`config.mk`:
```
export PLATFORM = sky130hd
export DESIGN_NAME = mem_access_ctrl
export DESIGN_NICKNAME = d
export VERILOG_FILES = /design/src/rtl/mem_access_ctrl.sv
export SDC_FILE = /design/constraint.sdc
export NUM_CORES = 1
export LEC_CHECK = 0
export ABC_AREA = 1
export BUFFER_PORTS_ARGS = -buffer_cell sky130_fd_sc_hd__clkbuf_2
export CORE_UTILIZATION = 48
export DETAILED_ROUTE_END_ITERATION = 8
export PLACE_DENSITY = 0.83
export SETUP_SLACK_MARGIN = 0.05
export SYNTH_ARGS = -nofsm -noshare
export SYNTH_HDL_FRONTEND = slang
export SYNTH_SLANG_ARGS = --single-unit
```
`constraint.sdc`:
```
create_clock -name clk -period 5.49 [get_ports clk]
set_input_delay 0.8235 -clock clk [delete_from_list [all_inputs] [get_ports clk]]
set_output_delay 0.8235 -clock clk [all_outputs]
set_load 0.1 [all_outputs]
```
`src/rtl/mem_access_ctrl.sv`:
```
// Memory access sequencer: one fetch/load/store at a time, IR/MDR capture, fault flagging.
// Optional ROM write protection is enabled by defining MEM_ROM_PROTECT_EN.
module mem_access_ctrl #(
  parameter int DATA_W      = 32,
  parameter int DEPTH       = 32,
  parameter int ROM_WORDS   = 16,
  parameter int WAIT_CYCLES = 0
) (
  input  logic              clk,
  input  logic              rst,
  input  logic              req_valid,
  output logic              req_ready,
  input  logic              req_write,
  input  logic              req_fetch,
  input  logic [31:0]       req_addr,
  input  logic [DATA_W-1:0] req_wdata,
  output logic [31:0]       mem_address,
  output logic              mem_read,
  output logic              mem_write,
  output logic [DATA_W-1:0] mem_wdata,
  input  logic [DATA_W-1:0] mem_rdata,
  output logic [DATA_W-1:0] ir_out,
  output logic [DATA_W-1:0] mdr_out,
  output logic              resp_valid,
  output logic              fault,
  output logic [1:0]        fault_code,
  output logic [1:0]        dbg_state
);

  // Handshake: a request transfers on a rising edge where req_valid and
  // req_ready are both high; req_* are sampled only on that edge and may
  // change freely afterwards. resp_valid is a single-cycle pulse, no back-pressure.

  typedef enum logic [1:0] {
    IDLE   = 2'd0,
    ACCESS = 2'd1,
    RESP   = 2'd2
  } state_t;

  localparam logic [3:0]  WAIT_INIT = 4'(WAIT_CYCLES);
  localparam logic [31:0] DEPTH_W   = 32'(DEPTH);
  localparam logic [31:0] ROM_W     = 32'(ROM_WORDS);

  state_t     state, state_nxt;
  logic [3:0] wait_cnt;
  logic       is_write, is_fetch;
  logic [1:0] code_q, code_eval;
  logic       started;
  logic       accept;

  assign dbg_state = state;
  assign accept    = req_valid && req_ready;

  // Range check wins over the ROM check.
  always_comb begin
    code_eval = 2'b00;
    if (req_addr >= DEPTH_W)
      code_eval = 2'b01;
`ifdef MEM_ROM_PROTECT_EN
    else if (req_write && (req_addr < ROM_W))
      code_eval = 2'b10;
`else
    else
      code_eval = 2'b00;
`endif
  end

  always_ff @(posedge clk or posedge rst) begin
    if (rst) state <= IDLE;
    else     state <= state_nxt;
  end

  always_comb begin
    state_nxt  = state;
    req_ready  = 1'b0;
    mem_read   = 1'b0;
    mem_write  = 1'b0;
    resp_valid = 1'b0;
    fault      = 1'b0;
    fault_code = 2'b00;
    case (state)
      IDLE: begin
        // started keeps ready low until the first edge after reset release
        req_ready = started;
        if (req_valid && started) state_nxt = ACCESS;
      end
      ACCESS: begin
        mem_read  = !is_write && (code_q == 2'b00);
        mem_write = is_write && (code_q == 2'b00) && (wait_cnt == WAIT_INIT);
        if (wait_cnt == 4'd0) state_nxt = RESP;
      end
      RESP: begin
        resp_valid = 1'b1;
        fault      = (code_q != 2'b00);
        fault_code = code_q;
        state_nxt  = IDLE;
      end
      default: state_nxt = IDLE;
    endcase
  end

  always_ff @(posedge clk or posedge rst) begin
    if (rst) begin
      started     <= 1'b0;
      wait_cnt    <= 4'd0;
      is_write    <= 1'b0;
      is_fetch    <= 1'b0;
      code_q      <= 2'b00;
      mem_address <= 32'd0;
      mem_wdata   <= '0;
      ir_out      <= '0;
      mdr_out     <= '0;
    end else begin
      started <= 1'b1;
      if (accept) begin
        mem_address <= req_addr;
        mem_wdata   <= req_wdata;
        is_write    <= req_write;
        is_fetch    <= req_fetch;
        code_q      <= code_eval;
        wait_cnt    <= WAIT_INIT;
      end else if (state == ACCESS) begin
        if (wait_cnt != 4'd0) begin
          wait_cnt <= wait_cnt - 4'd1;
        end else if (!is_write && (code_q == 2'b00)) begin
          if (is_fetch) ir_out  <= mem_rdata;
          else          mdr_out <= mem_rdata;
        end
      end
    end
  end

endmodule

```
==> summary.txt <==
CTS
  – Htree depth: 4
  – Clock Tree Buf Depth: 2
  – CTS resizes: 0
  – CTS Buf Count: 17
  – Clock Latency Late Sink: 0.41 ns
  – Clock transition at path regs: 0.06 ns
  – Setup bufs post-CTS: 0
  – Hold_buf cts: 0
  – Clk root buf: clkbuf_16
  – CTS tree: built
  – Clk sink count: 138

STA
  – Total Negative Setup Slacks: 0 ns
  – Fmax: around 350 MHz
  – Final setup vio count: 0
  – Min Clock Period, post-route: 2.82 ns
  – Clock skew: roughly 0.0054 ns
  – Worst Tran Pin Value: 0.908 ns
  – Unrepaired setup endpoints after global routing: no
  – Fin. max-slew vios: 0
  – Final period util: 51.4%
  – Slew Limit Headroom: between 30% and 40%
  – Fin. Hold Viols: 0

Global routing
  – Grt total ovfl: 0
  – Number of global-route vias before repair: 4593
  – Tot GR Track Use: 22.5%
  – First-pass GRT wire length: 21.7 mm
  – Initial antenna violation count: 0
  – Largest net degree at the start of global routing: 83

Setup path
  – Worst-path cell chain: inv_1 > ha_1 > nand3_2 > nor4_1 > clkbuf_2
  – Required time of the worst setup path: 4.67 ns
  – Reg2Reg Depth: 8
  – CP Max Fanout: 5
  – Worst Setup Start Kind: register
  – Critical Path AT: 2.00 ns
  – Crit-path slowest cell: clkbuf_2
  – Max incr delay on CP: 0.53 ns
  – Critical path class: register to primary output
  – Worst setup EP type: primary output

Placement
  – IO buf count: about 240
  – DP Wirelength: around 9 mm
  – RD Place Congestion: 0.794

Route
  – WL/cell: between 10 and 15 um
  – Routed vias: 4605
  – # DRC: 12
  – DR iter-0 viols: ~330
  – Met1 WL: roughly 5.3 mm
  – Routed vias/inst: 4.70
  – Met3 wire length: 848 um
  – First drt pass iteration count: 9
  – DRT Wirelength: 13.0 mm
  – Antenna Nets Post-Route: 0
  – WL met2: 6.58 mm
  – Max Used Layer: met4

Finish
  – Nets: 926
  – Layout cells sized above 1: between 40% and 50%
  – Area Growth Syn to Fin: 30.0%
  – # diodes: 0
  – Most common cell after layout, fill and taps aside: clkbuf_2
  – Most frequent cells in the layout: 236 x clkbuf_2, 232 x nand2_1, 138 x dfrtp_1

Floorplan
  – IO Count: roughly 240
  – Die Height: 111 um
  – Starting Density: approximately half
  – # rows: 39
  – Core area: 11600 um2
  – Die ar.: 12400 um2
  – Horiz. Die Dim: 111 um

Outcome
  – Outcome: finished with violations
  – Failing checks: DRC

Yosys
  – Share of the synthesized area in the top cell type: 60.0%
  – Synth Area per Inst: around 9.7 um2
  – Mapped Cells: between 500 and 600
  – Syn Std Cell Area: between 5000 and 6000 um2
  – Synthesized flop and latch total: approximately 140
  – Syn nets: 697
  – Synth Warn #: 0
  – Seq/Total Area, Yosys: approximately three fifths
  – Post-synthesis cell type count: 25
  – Top area cells in the synthesized netlist: dfrtp_1 60%, nand2_1 15%, o21ai_2 9.7%
  – Post-synth top area cell: dfrtp_1

Min path
  – Hold path cells: 2
  – Tightest Hold Check Type: register to register

Job
  – Max-cap viol count: 0
==> metal layers <==
layer / GRT usage (%) / vias to the layer above
met2: 38.5 / 174
met5: 0 / -
li1: - / 2288
met4: 9.82 / 0
met1: 26.3 / 2117
met3: 6.70 / 26
==> through the flow <==
step | utilization [%] | setup slack [ns] | instance area (um2) | hold WS [ns] | instances
6_report | 64.7 | 2.67 | 7480 | 0.469 | 979
5_1_grt | 64.7 | 2.55 | 7480 | 0.497 | 979
4_1_cts | 64.7 | 2.64 | 7480 | 0.472 | 979
3_5_place_dp | 59.8 | 2.55 | 6910 | 0.458 | 948
3_3_place_gp | 59.8 | 2.56 | 6910 | 0.455 | 948
2_1_floorplan | - | 0.531 | 5750 | 0.493 | 595
==> worst max-delay path, delay by kind of cell (launching register included) <==
kind,cells,cell delay (ns)
adder cells (fa/ha/maj),1,0.19
buffers and inverters,2,0.63
flip-flops,1,0.35
AND/OR/NAND/NOR,2,0.41
==> path summary, 6_finish.rpt <==
path / from / end / slack [ns]
setup / recovery: wait_cnt[0] / mem_write / 2.67
hold / removal: mem_wdata[16] / mem_wdata[16] / 0.47
setup reg to reg: dbg_state[0] / wait_cnt[0] / 3.03
hold reg to reg: mem_wdata[16] / mem_wdata[16] / 0.47
max in group asynchronous: rst / mdr_out[11] / 3.74
min in group asynchronous: rst / started / 0.52
==> synth_stat cells, drive strengths merged <==
library cell / n
inv: 68
dfrtp: 138
nand3: 7
a21oi: 1
buf: 23
nand2: 234
conb: 2
nor3: 2
o21ai: 92
o22ai: 1
clkbuf: 5
ha: 1
nor4: 1
nor2: 20
==> cells by family after synthesis <==
family / Yosys count / share of synthesized area (%)
flip-flops: 138 / 60.0
AND/OR/NAND/NOR: 264 / 19.0
buffers and inverters: 96 / 8.27
AO/OA/AOI/OAI: 94 / 12.4
adder cells (fa/ha/maj): 1 / 0.217
other: 2 / 0.131
==> sequential cells by signal, summed over array words and instances (netlist names) <==
signal / flops
wait_cnt: 4
dbg_state: 2
mdr_out: 32
started: 1
ir_out: 32
mem_address: 32
mem_wdata: 32
is_fetch: 1
is_write: 1
code_q: 1
==> final cells by class <==
class / instances / area [um2]
clock buffers: 25 / 505
clock inverters: 6 / 62.6
fillers: 1003 / 4090
inverters: 68 / 260
multi-input cells: 361 / 1820
flip-flops and latches: 138 / 3450
well taps: 143 / 179
repair buffers: 238 / 1200
Power is left out: the tool's default activity adds up to more than one toggle a clock period on the data nets, which glitch-free logic cannot reach.
